File: config.mk
export PLATFORM = sky130hd
export DESIGN_NAME = instruction_fetch_unit
export DESIGN_NICKNAME = d
export VERILOG_FILES = /design/src/rtl/fetch_pkg.sv /design/src/rtl/fetch_queue.sv /design/src/rtl/instruction_fetch_unit.sv
export SDC_FILE = /design/constraint.sdc
export NUM_CORES = 1
export LEC_CHECK = 0
export CAP_MARGIN = 5
export CELL_PAD_IN_SITES_DETAIL_PLACEMENT = 1
export CELL_PAD_IN_SITES_GLOBAL_PLACEMENT = 1
export CORE_ASPECT_RATIO = 0.7
export CORE_MARGIN = 2
export CORE_UTILIZATION = 36
export DETAILED_ROUTE_END_ITERATION = 10
export GPL_ROUTABILITY_DRIVEN = 0
export GPL_TIMING_DRIVEN = 0
export PLACE_DENSITY_LB_ADDON = 0.1
export SETUP_SLACK_MARGIN = 0.2
export SLEW_MARGIN = 20
export SYNTH_ARGS = -nofsm -noshare
export SYNTH_HDL_FRONTEND = slang
export SYNTH_SLANG_ARGS = --single-unit
export TNS_END_PERCENT = 50
File: constraint.sdc
create_clock -name clk -period 6.8 [get_ports clk]
set_input_delay 0.68 -clock clk [delete_from_list [all_inputs] [get_ports clk]]
set_output_delay 0.68 -clock clk [all_outputs]
set_load 0.01 [all_outputs]
File: src/rtl/fetch_pkg.sv
// Shared fetch-stage types: reset PC, instruction size, FSM states
// and the queued {pc, instr} entry.
package fetch_pkg;

  localparam int XLEN = 32;
  localparam logic [XLEN-1:0] TEXT_BASE_DEFAULT = 32'h0040_0000;
  localparam int INST_BYTES = 4;

  typedef enum logic {
    FETCH_RUN,
    FETCH_FAULT
  } fetch_state_t;

  typedef struct packed {
    logic [XLEN-1:0] pc;
    logic [XLEN-1:0] instr;
  } fetch_entry_t;

endpackage

File: src/rtl/fetch_queue.sv
// Small synchronous FIFO between the ROM port and decode.
// Flush wins over push and pop; full already credits a same-cycle pop.
module fetch_queue #(
  parameter int WIDTH = 64,
  parameter int DEPTH = 2
) (
  input  logic             clk,
  input  logic             rst_n,
  input  logic             push,
  input  logic             pop,
  input  logic             flush,
  input  logic [WIDTH-1:0] din,
  output logic             full,
  output logic             empty,
  output logic [WIDTH-1:0] head
);

  localparam int AW = $clog2(DEPTH);

  logic [WIDTH-1:0] mem [DEPTH];
  logic [AW-1:0]    wr_ptr;
  logic [AW-1:0]    rd_ptr;
  logic [AW:0]      count;
  logic             do_push;
  logic             do_pop;

  assign empty   = (count == '0);
  assign full    = (count == (AW+1)'(DEPTH)) && !pop;
  assign do_pop  = pop && !flush && !empty;
  assign do_push = push && !flush && !full;
  assign head    = empty ? '0 : mem[rd_ptr];

  always_ff @(posedge clk) begin
    if (do_push) mem[wr_ptr] <= din;
  end

  always_ff @(posedge clk or negedge rst_n) begin
    if (!rst_n) begin
      wr_ptr <= '0;
      rd_ptr <= '0;
      count  <= '0;
    end else if (flush) begin
      wr_ptr <= '0;
      rd_ptr <= '0;
      count  <= '0;
    end else begin
      if (do_push) wr_ptr <= wr_ptr + AW'(1);
      if (do_pop)  rd_ptr <= rd_ptr + AW'(1);
      unique case ({do_push, do_pop})
        2'b10:   count <= count + (AW+1)'(1);
        2'b01:   count <= count - (AW+1)'(1);
        default: count <= count;
      endcase
    end
  end

endmodule

File: src/rtl/instruction_fetch_unit.sv
// Fetch stage: PC register, ROM range check, fault FSM and
// redirect handling in front of the instruction queue.
module instruction_fetch_unit
  import fetch_pkg::*;
#(
  parameter int                    DATA_WIDTH   = XLEN,
  parameter int                    MEMORY_DEPTH = 64,
  parameter logic [DATA_WIDTH-1:0] TEXT_BASE    = TEXT_BASE_DEFAULT,
  parameter int                    QUEUE_DEPTH  = 2
) (
  input  logic                  clk,
  input  logic                  reset,
  output logic [DATA_WIDTH-1:0] Address_o,
  input  logic [DATA_WIDTH-1:0] Instruction_i,
  input  logic                  Redirect_valid_i,
  input  logic [DATA_WIDTH-1:0] Redirect_target_i,
  output logic                  Inst_valid_o,
  output logic [DATA_WIDTH-1:0] Inst_o,
  output logic [DATA_WIDTH-1:0] Inst_pc_o,
  input  logic                  Inst_ready_i,
  output logic                  Fault_o,
  output logic [DATA_WIDTH-1:0] Fault_pc_o
);

  // One extra bit so the end bound cannot wrap.
  localparam logic [DATA_WIDTH:0] TEXT_END =
    {1'b0, TEXT_BASE} + (DATA_WIDTH+1)'(INST_BYTES * MEMORY_DEPTH);

  fetch_state_t            state;
  logic [DATA_WIDTH-1:0]   pc;
  logic                    legal;
  logic                    pop;
  logic                    push;
  logic                    fault_now;
  logic                    q_full;
  logic                    q_empty;
  logic [2*DATA_WIDTH-1:0] q_head;

  assign legal = (pc[1:0] == 2'b00)
              && (pc >= TEXT_BASE)
              && ({1'b0, pc} < TEXT_END);

  assign Inst_valid_o = !q_empty;
  assign pop          = Inst_valid_o && Inst_ready_i;
  assign push         = (state == FETCH_RUN) && legal
                     && !q_full && !Redirect_valid_i;
  assign fault_now    = (state == FETCH_RUN) && !legal
                     && !Redirect_valid_i;

  assign Address_o = pc;
  assign Inst_pc_o = q_head[2*DATA_WIDTH-1:DATA_WIDTH];
  assign Inst_o    = q_head[DATA_WIDTH-1:0];

  fetch_queue #(
    .WIDTH (2*DATA_WIDTH),
    .DEPTH (QUEUE_DEPTH)
  ) u_queue (
    .clk   (clk),
    .rst_n (reset),
    .push  (push),
    .pop   (pop),
    .flush (Redirect_valid_i),
    .din   ({pc, Instruction_i}),
    .full  (q_full),
    .empty (q_empty),
    .head  (q_head)
  );

  always_ff @(posedge clk or negedge reset) begin
    if (!reset) begin
      state      <= FETCH_RUN;
      pc         <= TEXT_BASE;
      Fault_o    <= 1'b0;
      Fault_pc_o <= '0;
    end else begin
      unique case (1'b1)
        Redirect_valid_i: begin
          state      <= FETCH_RUN;
          pc         <= Redirect_target_i;
          Fault_o    <= 1'b0;
          Fault_pc_o <= '0;
        end
        push: begin
          pc <= pc + DATA_WIDTH'(INST_BYTES);
        end
        fault_now: begin
          state      <= FETCH_FAULT;
          Fault_o    <= 1'b1;
          Fault_pc_o <= pc;
        end
        default: begin
          pc <= pc;
        end
      endcase
    end
  end

endmodule

* After elaboration in Yosys (flattened, before gate mapping)
Memories as Yosys holds them, arrays and structs flattened.
Cells that the tools add are included.
W data, S select, Z words.
** Storage, ports and cells
- Bits in writable memories :: 128
- Memories kept :: 1
- Bits of input ports :: 68
- Register bits :: 69
- Word-level logic and storage cells :: 55
- Output and inout port bits :: 130
** Memories
- u_queue.mem :: words 2, bits a word 64, read ports 1, clocked after Yosys merged registers in 0, write ports 1, line fetch_queue.sv:20 : logic [WIDTH-1:0] mem [DEPTH];
** Operators by class
- Order comparisons :: 2
- Reductions and logical operators :: 25
- Bitwise logic cells :: 1
- Add/sub/neg operators :: 5
- Muxes and demuxes :: 12
- Equality and inequality tests :: 3
** Operator list (number)
- $pmux W32 S2 :: 2
- $mux W64 :: 1
- $add A32 B3 Y32 const B :: 1
- $ge A32 B23 Y1 const B :: 1
- $lt A32 B23 Y1 const B :: 1
- $logic_and A1 B1 Y1 :: 13
- $reduce_bool A2 Y1 :: 4
- $mux W1 :: 6
- $logic_not A1 Y1 :: 5
- $eq A2 B2 Y1 const B :: 2
- $logic_not A2 Y1 :: 2
- $pmux W2 S2 :: 1
- $reduce_bool A3 Y1 :: 1
- $add A1 B1 Y1 const B :: 2
- $add A2 B1 Y2 const B :: 1
- $eq A2 B1 Y1 const B :: 1
- $mux W2 :: 1
- $pmux W1 S2 :: 1
- $sub A2 B1 Y2 const B :: 1
- $not A1 Y1 :: 1

* Longest topological paths before layout
- Word-level depth :: 13
- Depth in mapped cells :: 7

* By module
From an unflattened synthesis, not the netlist that was laid out.
** Unflattened totals
- Cell total of the unflattened synthesis :: 587
- Area total of the unflattened synthesis :: 8003.9 sq um
** By module, submodules not included
- fetch_queue :: times used 1, area each 5059.9 sq um, seq. area each 3943.8 sq um, cells each 296
- instruction_fetch_unit :: times used 1, area each 2944.1 sq um, seq. area each 1627.8 sq um, cells each 291

* Worst setup path after synthesis
Ideal clock, no wire load.
- Path type :: reg2reg
- Start point :: register pc[31], in the netlist Address_o[31]
- End point :: memory u_queue.mem[1][0], enable pin
- Arrival time :: 6.139 ns
- Stages on the path, launching flop included :: 6
- Setup slack :: 0.083 ns
- Setup time :: 0.578 ns
- Data required time :: 6.222 ns
- Buffers on the path :: 0
- Path through :: dfrtp_1 > or4_4 > nor4_4 > nand4_1 > nand2b_1 > nor3b_1
** Between the ends
- Cells in the longest elaborated chain, start to end :: 10
- Elaborated cells between the ends (all ways) :: 11
** RTL lines
- start: declaration :: line instruction_fetch_unit.sv:30 : logic [DATA_WIDTH-1:0] pc;
- start signal: assignment :: line instruction_fetch_unit.sv:79 : pc <= Redirect_target_i;
- start signal: assignment :: line instruction_fetch_unit.sv:84 : pc <= pc + DATA_WIDTH'(INST_BYTES);
- start signal: assignment :: line instruction_fetch_unit.sv:92 : pc <= pc;
- $ge A32 B23 Y1 :: line instruction_fetch_unit.sv:40 : && (pc >= TEXT_BASE)
- $logic_and A1 B1 Y1 :: line instruction_fetch_unit.sv:40
- $logic_and A1 B1 Y1 (*) :: line instruction_fetch_unit.sv:41 : && ({1'b0, pc} < TEXT_END);
- $logic_and A1 B1 Y1 (*) :: line instruction_fetch_unit.sv:45 : assign push = (state == FETCH_RUN) && legal
- $logic_and A1 B1 Y1 (*) (2 in a row) :: line instruction_fetch_unit.sv:46 : && !q_full && !Redirect_valid_i;
- $logic_and A1 B1 Y1 (*) (2 in a row) :: line fetch_queue.sv:30 : assign do_push = push && !flush && !full;
- $mux W1 (*) :: line fetch_queue.sv:34 : if (do_push) mem[wr_ptr] <= din;
- $mux W1 (implied by the code) (*) :: line fetch_queue.sv:34
- end: declaration :: line fetch_queue.sv:20
Every way passes the cells marked *; elsewhere a longest branch is shown, timed or not.

* Worst setup path in the final report
- Start point :: register u_queue.rd_ptr
- End point :: output Inst_pc_o[3]
** Between the ends
- Cells in the longest elaborated chain, start to end :: 2
** RTL lines
- start: declaration :: line fetch_queue.sv:22 : logic [AW-1:0] rd_ptr;
- start signal: assignment :: line fetch_queue.sv:48 : if (do_pop) rd_ptr <= rd_ptr + AW'(1);
- $mem_v2 Z2 W64
- $mux W64 :: line fetch_queue.sv:31 : assign head = empty ? '0 : mem[rd_ptr];
- end: declaration :: line instruction_fetch_unit.sv:19 : output logic [DATA_WIDTH-1:0] Inst_pc_o,
Every way passes these cells.

==> flow_metrics.tcl <==
set metrics [dict create \
    final_net_count 820 \
    drive_gt1_share_pct 11.3 \
    fin_area_um2 10900 \
    die_h_um 127 \
    synthFlopType "edfxtp_1" \
    ir_drop_mv 0.139 \
    clk_transition_reported_paths_ns 0.08 \
    ys_seq_elements 197 \
    synth_edf_count 128 \
    grt_use_met2_pct 29.9 \
    critical_path_buf_inv_count 3 \
    slowest_stage "clkbuf_1" \
    syn_nets 589 \
    hpwl_mm 14.6 \
    fp-row-count 45 \
    overflow 0 \
    cts.repair.resized 0 \
    post_cts_buffers 0 \
    place_area_um2 10300 \
    fp.dieArea_um2 22900 \
    crit_type "register to primary output" \
    startpoint_type "register" \
    cp_data_required_time_ns 6.12 \
    cp.arrival_ns 2.98 \
    die_w_um 180 \
    status "completed" \
    grt_antenna_before_repair 0 \
    area_delta_synth_final_pct 39.7 \
    antenna_left 0 \
    crit_path_start "u_queue.rd_ptr" \
    reg2reg_to "u_queue.mem[1][24]" \
    total_power_mw 2.53 \
    cts_num_sinks 197 \
    start_util_pct 36.4 \
    final_cell_mix "clkdlybuf4s50_1 (196), edfxtp_1 (128), nor2_1 (111), mux2i_1 (99), dfrtp_1 (68)" \
    hold_class "input pin to asynchronous set/reset pin" \
    use_met3_pct 4.13 \
    firstDrtPassIters 4 \
    hold_violations 0 \
    grt_pass1_wl_mm 31.6 \
    critPathTopFamily "buffers and inverters" \
    final-setup-viol-count 0 \
    crit_path_max_fanout 10 \
    final_common_cell "clkdlybuf4s50_1" \
    reg2reg_setup_slack_ns 3.67 \
    slew_headroom_pct 48.6 \
    rsz0062_at_grt "no" \
    viasPerCell 4.78 \
    max-cap-violations 0 \
    met1_usage_pct 24.0 \
    tightest_slew_ns 0.770 \
    finalWirelength_mm 20.1 \
    synthCells 519 \
    worstSetupEndpoint "Inst_pc_o[3]" \
    synth_area_um2 7800 \
    io-pin-count 198 \
    p_leak_nw 3.90 \
    fin_crit_ns 3.66 \
    diodes 0 \
    yosysWarnings 0 \
    port_buffers 197 \
    p_per_area_nw_per_um2 232 \
    finalCritPeriodShare_pct 53.8 \
    avgRoutedWirePerCell_um 19.2 \
    path_cells "clkbuf_1, clkbuf_1, mux2i_1, nor2_1, clkdlybuf4s50_1" \
    avgSynthCellArea_um2 15.0 \
    yosysSeqAreaShare_pct 71.4 \
    drt_iter0_drc 209 \
    drc 0 \
    reg2reg_depth 7 \
    fin_skew_ns 0.0128 \
    via_count 4999 \
    drv_slew 0 \
    reg2reg_from "Address_o[8]" \
    grt_max_degree 36 \
    cpPeakStageDelay_ns 0.65 \
    htreeDepth 4 \
    path_depth 5 \
    cp-end-kind "primary output" \
    coreArea_um2 21500 \
    busiest_layer "met2" \
    async_flop_share_pct 35.0 \
    clockBufferDepth 2 \
    grt_pass1_vias 5477 \
    cts_tree "built" \
    path_common_cell "clkbuf_1" \
    clk_latency_ns 0.42 \
    timing.fmax_ghz 0.273 \
    cts_hold_buffers 0 \
    yosysUniqueCellTypes 38 \
    cts-root-buf "clkbuf_16" \
    grt.total_usage_pct 18.0 \
    cts_buffers 17 \
]
==> per-stage QoR <==
step                setup TNS, ns  utilization, %  cells  hold slack, ns  setup slack, ns
floorplan                       0               -    519           0.384            0.421
global placement          -220.79            47.2    998           0.504            -3.39
detailed placement              0            48.2   1013           0.515             3.04
CTS                             0            50.8   1045           0.215             3.02
global route                    0            50.8   1045           0.227             2.92
finish                          0            50.8   1045           0.209             3.14
==> layout make-up <==
cell class                      count  area (um^2)
Fill cell                        2146        10600
Sequential cell                   197         5570
Timing Repair Buffer              212         2180
Multi-Input combinational cell    290         2110
Clock buffer                       19          433
Tap cell                          282          353
Buffer                             28          123
Clock inverter                     13          121
Inverter                            4         15.0
==> cells in the mapped netlist, types with 2 or more instances <==
library cell	number	share of area, %
a21oi_1	2	0.13
a22oi_1	2	0.19
and3_1	2	0.16
buf_1	5	0.24
buf_2	5	0.32
clkbuf_1	16	0.77
dfrtp_1	68	22
edfxtp_1	128	49
ha_1	2	0.32
inv_1	4	0.19
mux2_2	25	3.6
mux2i_1	99	13
nand2_1	6	0.29
nand2b_1	3	0.24
nand3_1	3	0.19
nor2_1	111	5.3
nor2b_1	6	0.48
nor3_1	5	0.32
nor3b_1	2	0.19
o21ai_1	2	0.13
or4_1	2	0.19
or4_4	3	0.43
xnor2_1	2	0.22
xor2_1	2	0.22
==> sequential cells by signal, summed over array words and instances, names as in the netlist <==
register,cells
u_queue.wr_ptr,1
u_queue.rd_ptr,1
u_queue.mem,128
state,1
Fault_pc_o,32
Address_o,32
u_queue.count,2
==> how the worst min path moves through the flow <==
stage                              start             end
after global routing               reset   Fault_pc_o[2]
after detailed placement  Fault_pc_o[16]  Fault_pc_o[16]
final                              reset   Fault_pc_o[5]
after CTS                          reset   Fault_pc_o[5]
after floorplan                    reset    Address_o[0]
after global placement     Fault_pc_o[3]   Fault_pc_o[3]
==> report_power, final <==
group | switching, mW | internal (mW)
logic | 0.0895 | 0.129
clock network | 0.461 | 0.483
registers | 0.0508 | 1.32
total | 0.601 | 1.93
==> logic make-up after synthesis <==
logic type                 after synthesis  share of synthesized area (%)
AOI/OAI and AO/OA                       12                           1.08
xor gates and xnor gates                 4                          0.449
buffers and inverters                   32                           1.76
DFF                                    197                           71.4
and+or+nand+nor                        148                           8.63
adders and majority gates                2                          0.321
muxes                                  124                           16.3
==> metal layers <==
metal | vias up | part of all wire (%)
met4 | 0 | 0.95
met1 | 2544 | 46
li1 | 2326 | -
met5 | - | 0
met3 | 13 | 4.1
met2 | 116 | 48
==> worst register-to-register path, delay by kind of cell, from the launching register on <==
kind / cells / cell delay, ns
flops: 1 / 0.46
simple gates: 4 / 1.65
compound gates: 1 / 0.32
buf+inv: 2 / 0.40
Note: power is estimated with default switching activity, not from simulation.
